`src/rtl/nonce_collector_pkg.sv`:
```
// Shared miner definitions used by the nonce collector: the block-tracking
// state enum, default sizing constants and a saturating counter helper.
package nonce_collector_pkg;

  typedef enum logic {
    WAIT   = 1'b0,
    ACTIVE = 1'b1
  } collector_state_t;

  localparam int DEFAULT_NONCEBITS = 32;
  localparam int DEFAULT_LOGDEPTH  = 2;

  // Increment that sticks at all-ones instead of wrapping back to zero.
  function automatic logic [31:0] sat_inc32(input logic [31:0] value);
    return (value == 32'hFFFF_FFFF) ? value : value + 32'd1;
  endfunction

endpackage

```
`src/rtl/nonce_fifo.sv`:
```
// Synchronous FIFO with a single-cycle flush and a registered head output.
// A flush empties the queue but still accepts a push in the same cycle, so
// the entry written alongside a flush becomes the only entry.
module nonce_fifo #(
  parameter int LOGDEPTH = 2,
  parameter int WIDTH    = 32
) (
  input  logic                clk,
  input  logic                rst,
  input  logic                flush,
  input  logic                push,
  input  logic                pop,
  input  logic [WIDTH-1:0]    din,
  output logic [WIDTH-1:0]    dout,
  output logic                valid,
  output logic [LOGDEPTH:0]   level,
  output logic                dropped
);

  localparam int DEPTH = 1 << LOGDEPTH;
  localparam int CW    = LOGDEPTH + 1;

  logic [WIDTH-1:0]    mem [DEPTH];
  logic [LOGDEPTH-1:0] rd_ptr;
  logic [LOGDEPTH-1:0] wr_ptr;
  logic [LOGDEPTH-1:0] wr_addr;
  logic [LOGDEPTH-1:0] rd_next;
  logic [CW-1:0]       count;
  logic [CW-1:0]       count_next;
  logic                full;
  logic                pop_ok;
  logic                push_ok;
  logic [WIDTH-1:0]    head_next;

  // Decide which pushes/pops take effect and what the head will be next cycle;
  // a full queue still takes a push when a pop frees a slot in the same cycle.
  always_comb begin
    full     = (count == CW'(DEPTH));
    pop_ok   = pop & (count != '0) & ~flush;
    push_ok  = push & (flush | ~full | pop_ok);
    dropped  = push & ~push_ok;
    wr_addr  = flush ? '0 : wr_ptr;
    rd_next  = rd_ptr + LOGDEPTH'(1);

    if (flush) begin
      count_next = CW'(push);
    end else begin
      count_next = count + CW'(push_ok) - CW'(pop_ok);
    end

    head_next = dout;
    if (count_next == '0) begin
      head_next = '0;
    end else if (flush) begin
      head_next = din;
    end else if (pop_ok) begin
      head_next = (count == CW'(1)) ? din : mem[rd_next];
    end else if (count == '0) begin
      head_next = din;
    end
  end

  // Storage array needs no reset; occupancy tracking decides what is live.
  always_ff @(posedge clk) begin
    if (push_ok) begin
      mem[wr_addr] <= din;
    end
  end

  // Pointer, occupancy and registered head bookkeeping.
  always_ff @(posedge clk) begin
    if (rst) begin
      rd_ptr <= '0;
      wr_ptr <= '0;
      count  <= '0;
      dout   <= '0;
    end else begin
      count <= count_next;
      dout  <= head_next;
      if (flush) begin
        rd_ptr <= '0;
        wr_ptr <= LOGDEPTH'(push);
      end else begin
        if (push_ok) begin
          wr_ptr <= wr_ptr + LOGDEPTH'(1);
        end
        if (pop_ok) begin
          rd_ptr <= rd_next;
        end
      end
    end
  end

  assign valid = (count != '0);
  assign level = count;

endmodule

```
`src/rtl/nonce_collector.sv`:
```
// Collects successful miner nonces into a small FIFO. Each valid hash result
// is numbered by a per-block counter: the first result of a new block is nonce
// 0 and later results count up from there. Results seen before the first new
// block are ignored. A new block also flushes stale nonces and clears the
// sticky overflow flag.
// Optional feature macro: NONCE_COLLECTOR_STATS_EN adds the hitCount output.
module nonce_collector
  import nonce_collector_pkg::*;
#(
  parameter int LOGDEPTH  = DEFAULT_LOGDEPTH,
  parameter int NONCEBITS = DEFAULT_NONCEBITS
) (
  input  logic                 clk,
  input  logic                 rst,
  input  logic                 validIn,
  input  logic                 newBlockIn,
  input  logic                 successIn,
  input  logic                 rdEn,
  output logic [NONCEBITS-1:0] nonceOut,
  output logic                 nonceValid,
  output logic                 overflow,
  output logic [LOGDEPTH:0]    level
`ifdef NONCE_COLLECTOR_STATS_EN
  ,
  output logic [31:0]          hitCount
`endif
);

  collector_state_t     state;
  logic [NONCEBITS-1:0] nonce_ctr;
  logic [NONCEBITS-1:0] assigned_nonce;
  logic                 new_block;
  logic                 accepted;
  logic                 push_req;
  logic                 dropped;

  // Number the current result; a new block both restarts numbering and
  // activates collection in the very same cycle.
  always_comb begin
    new_block      = validIn & newBlockIn;
    accepted       = validIn & (newBlockIn | (state == ACTIVE));
    assigned_nonce = newBlockIn ? '0 : nonce_ctr + NONCEBITS'(1);
    push_req       = accepted & successIn;
  end

  // Block-tracking state and last assigned nonce; the counter wraps silently.
  always_ff @(posedge clk) begin
    if (rst) begin
      state     <= WAIT;
      nonce_ctr <= '0;
    end else if (accepted) begin
      state     <= ACTIVE;
      nonce_ctr <= assigned_nonce;
    end
  end

  // Sticky overflow: set when a success is lost, cleared by a new block.
  always_ff @(posedge clk) begin
    if (rst) begin
      overflow <= 1'b0;
    end else if (new_block) begin
      overflow <= 1'b0;
    end else if (dropped) begin
      overflow <= 1'b1;
    end
  end

  nonce_fifo #(
    .LOGDEPTH (LOGDEPTH),
    .WIDTH    (NONCEBITS)
  ) u_fifo (
    .clk     (clk),
    .rst     (rst),
    .flush   (new_block),
    .push    (push_req),
    .pop     (rdEn),
    .din     (assigned_nonce),
    .dout    (nonceOut),
    .valid   (nonceValid),
    .level   (level),
    .dropped (dropped)
  );

`ifdef NONCE_COLLECTOR_STATS_EN
  // Count every accepted success, including ones the full FIFO had to drop.
  always_ff @(posedge clk) begin
    if (rst) begin
      hitCount <= '0;
    end else if (push_req) begin
      hitCount <= sat_inc32(hitCount);
    end
  end
`endif

endmodule

```
`config.mk`:
```
export PLATFORM = sky130hd
export DESIGN_NAME = nonce_collector
export DESIGN_NICKNAME = d
export VERILOG_FILES = /design/src/rtl/nonce_collector_pkg.sv /design/src/rtl/nonce_fifo.sv /design/src/rtl/nonce_collector.sv
export SDC_FILE = /design/constraint.sdc
export NUM_CORES = 1
export LEC_CHECK = 0
export CAP_MARGIN = 40
export CORE_ASPECT_RATIO = 1.75
export CORE_UTILIZATION = 40
export CTS_CLUSTER_SIZE = 10
export DETAILED_ROUTE_END_ITERATION = 7
export GPL_ROUTABILITY_DRIVEN = 0
export PLACE_DENSITY_LB_ADDON = 0.2
export SLEW_MARGIN = 20
export SYNTH_ARGS = -nofsm -noshare
export SYNTH_HDL_FRONTEND = slang
export SYNTH_SLANG_ARGS = --single-unit
```
`constraint.sdc`:
```
create_clock -name clk -period 14 [get_ports clk]
set_input_delay 3.5 -clock clk [delete_from_list [all_inputs] [get_ports clk]]
set_output_delay 3.5 -clock clk [all_outputs]
set_load 0.01 [all_outputs]
```
==> metrics.txt <==
status completed; # IOs 43; global-route wire length before repair roughly 35000 um; drt wl/cell between 20 and 25 um; Max Buffers Root-to-Sink 3; Gates resized, CTS repair 0; final hold viol count 0; area of the multi-input gates around 0.0033 mm^2; Setup CP Type in2reg; main combinational cell family by area after synthesis simple AND/OR/NAND/NOR gates; worst skew pair latency 500 ps; core area 0.0215 mm^2; Worst Reg-to-Reg Cells 10; Finished Core Util 0.479; global-route usage over all layers 0.201; Overflow after GRT 0; register-to-register setup slack 10610 ps; Reg clk slew, reported paths 60 ps; Setup violations, final 0; Slew headroom 0.451; Synth Warn # 0; Synth Net Count ~730; r2r endpoint u_fifo.dout[17]; DRT iter0 DRCs ~380; worst slew pin tran slightly above 800 ps; Die Span X about 110 um; via count 6160; Max Fclk between 150 and 200 MHz; CTS sink cnt between 200 and 250; Initial Util 0.408; H-tree levels 1; post-synthesis cell count 717; Critical Path End Type register; Worst Path Required 14360 ps; mux contribution to synthesized area 0.0889; post-synthesis cell type count 58; crit path to u_fifo.dout[17]; TritonCTS buffer count 24; final wirelength 22100 um; TNS Setup 0 ps; initial antenna violation count 0; CTS Hold Bufs 0; root buffer cell clkbuf_16; Reg area 0.00531 mm^2; xor and xnor area share after synthesis 0.0266; RSZ-0062 raised after global routing no; vias in the first global route 6300; HP Class reg2reg; Placed Area ~0.0096 mm^2; post-synthesis sequential area ratio 0.604; synthesis-stage register bit count between 200 and 250; peak supply drop 0.0000846 V; cell area power density approximately 130 mW/mm^2; synthesized area just under 0.009 mm^2; DRC viols 0; row cnt 71; Buffers on Ports 42; Synth Area in Adders 0.00513; Post-CTS Setup Bufs 0; RR Startpoint state; ys flop type edfxtp_1; DR pass1 iterations 5; Final Max Slew Viols 0; Final Net Count 774; Leakage roughly 3.3 nW; Final Cycle Share 0.469; post-DP HPWL ~15000 um; critical path peak fanout 17; WP data arrival between 6000 and 7000 ps; complex-gate fraction of the synthesized area 0.124; largest net degree at the start of global routing 35; Worst Setup Start Kind input port; Post-Layout Cell Count 1074; area delta synth->final 17.3%; Simple-Gate Fraction of Synth Area 0.126; layout cell share with drive strength beyond 1 0.129; Max Cap Viol 0; die height 198 um; number of flops mapped to enable cells by yosys around 130; Final WS setup 7440 ps; TritonCTS clock tree yes; filler cell count between 1500 and 2000; number of inserted diodes 0; pre-CTS setup slack between 6000 and 7000 ps; clk_skew 14.1 ps; # placed instances 1030; crit path from validIn; Via-to-Cell Ratio 5.74; full die area roughly 0.023 mm^2; Post-Syn Area per Cell ~12 um^2; Final Cell Area a little over 0.01 mm^2; post-route ant nets 0; share of flip-flops with an asynchronous set or reset 0; fin crit period 6560 ps
[logic make-up after synthesis]
logic type               Yosys count
adder cells (fa/ha/maj)            3
AND/OR/NAND/NOR                  218
multiplexers                      38
AO/OA/AOI/OAI                    176
buffers and inverters             56
XOR/XNOR                          25
flip-flops                       201
[how the worst min path moves through the flow]
stage,cells past startpoint,startpoint,to,slack (ps)
finish,2,overflow,overflow,470
global route,2,overflow,overflow,530
CTS,2,overflow,overflow,480
detailed placement,2,overflow,overflow,460
global placement,2,overflow,overflow,460
floorplan,2,nonce_ctr[7],nonce_ctr[7],470
[area by class of cell]
| class | instances | area share |
|---|---|---|
| clock buffers | 42 | 0.0670 |
| clock inverters | 1 | 0.000851 |
| inverters | 14 | 0.00510 |
| multi-input cells | 460 | 0.318 |
| flip-flops and latches | 201 | 0.515 |
| well taps | 292 | 0.0355 |
| repair buffers | 64 | 0.0584 |
[flip-flops by register name, summed over array words and instances (netlist names)]
| signal | flops |
|---|---|
| state | 1 |
| nonce_ctr | 32 |
| u_fifo.level | 3 |
| u_fifo.rd_ptr | 2 |
| overflow | 1 |
| u_fifo.dout | 32 |
| u_fifo.wr_ptr | 2 |
| u_fifo.mem | 128 |
[critical path, stage by stage]
cell and delay (ps):
clkdlybuf4s50_1 650, a21oi_1 150, a311oi_1 710, ha_1 280
fa_1 430, nor2_1 230, a21oi_1 100, buf_4 220
and2_1 310, a22oi_1 220, o21ai_0 120
[routing by layer]
metal / vias up / global-route usage / wire length [um]
met4: 0 / 0.0688 / 573
met2: 168 / 0.375 / 12100
li1: 2837 / - / -
met3: 45 / 0.0263 / 863
met1: 3110 / 0.233 / 8570
met5: - / 0 / 0
[placed cells by master, fill, tap and decap left out, types with 6 or more instances in the layout]
master	count
xor2_1	16
nor4_1	6
nand3_1	17
clkbuf_16	25
inv_1	14
o21ai_0	54
buf_4	17
edfxtp_1	128
mux4_2	32
dfxtp_1	72
xnor2_1	8
and2_1	12
or3_1	13
nor3_1	10
nand4_1	14
a22oi_1	23
nor2_1	63
a31oi_1	14
mux2i_1	6
clkbuf_1	18
nand2_1	50
a21oi_1	48
clkdlybuf4s50_1	41
o31ai_1	9
[power by group]
group          internal [mW]  switching (mW)  total [mW]
clock                  0.331           0.225       0.557
sequential             0.634         0.00688       0.641
combinational         0.0412          0.0696       0.111
total                   1.01           0.302        1.31
[synthesized netlist by cell type, types with 13 or more instances]
master    instances  area share
clkbuf_1         32       0.014
a22oi_1          23       0.020
o21ai_0          54       0.031
inv_1            14      0.0060
nand4_1          14       0.010
a31oi_1          14       0.010
nand3_1          17      0.0097
nor2_1           64       0.027
a21oi_1          48       0.027
dfxtp_1          73        0.17
or3_1            13      0.0093
mux4_2           32       0.082
edfxtp_1        128        0.44
xor2_1           16       0.016
nand2_1          50       0.021
[through the flow]
step	hold WS [ps]	power [mW]
detailed placement	464	0.765
global route	533	1.36
global placement	464	0.761
finish	473	1.31
CTS	482	1.32
floorplan	466	0.720
(Power assumes the default switching activity.)
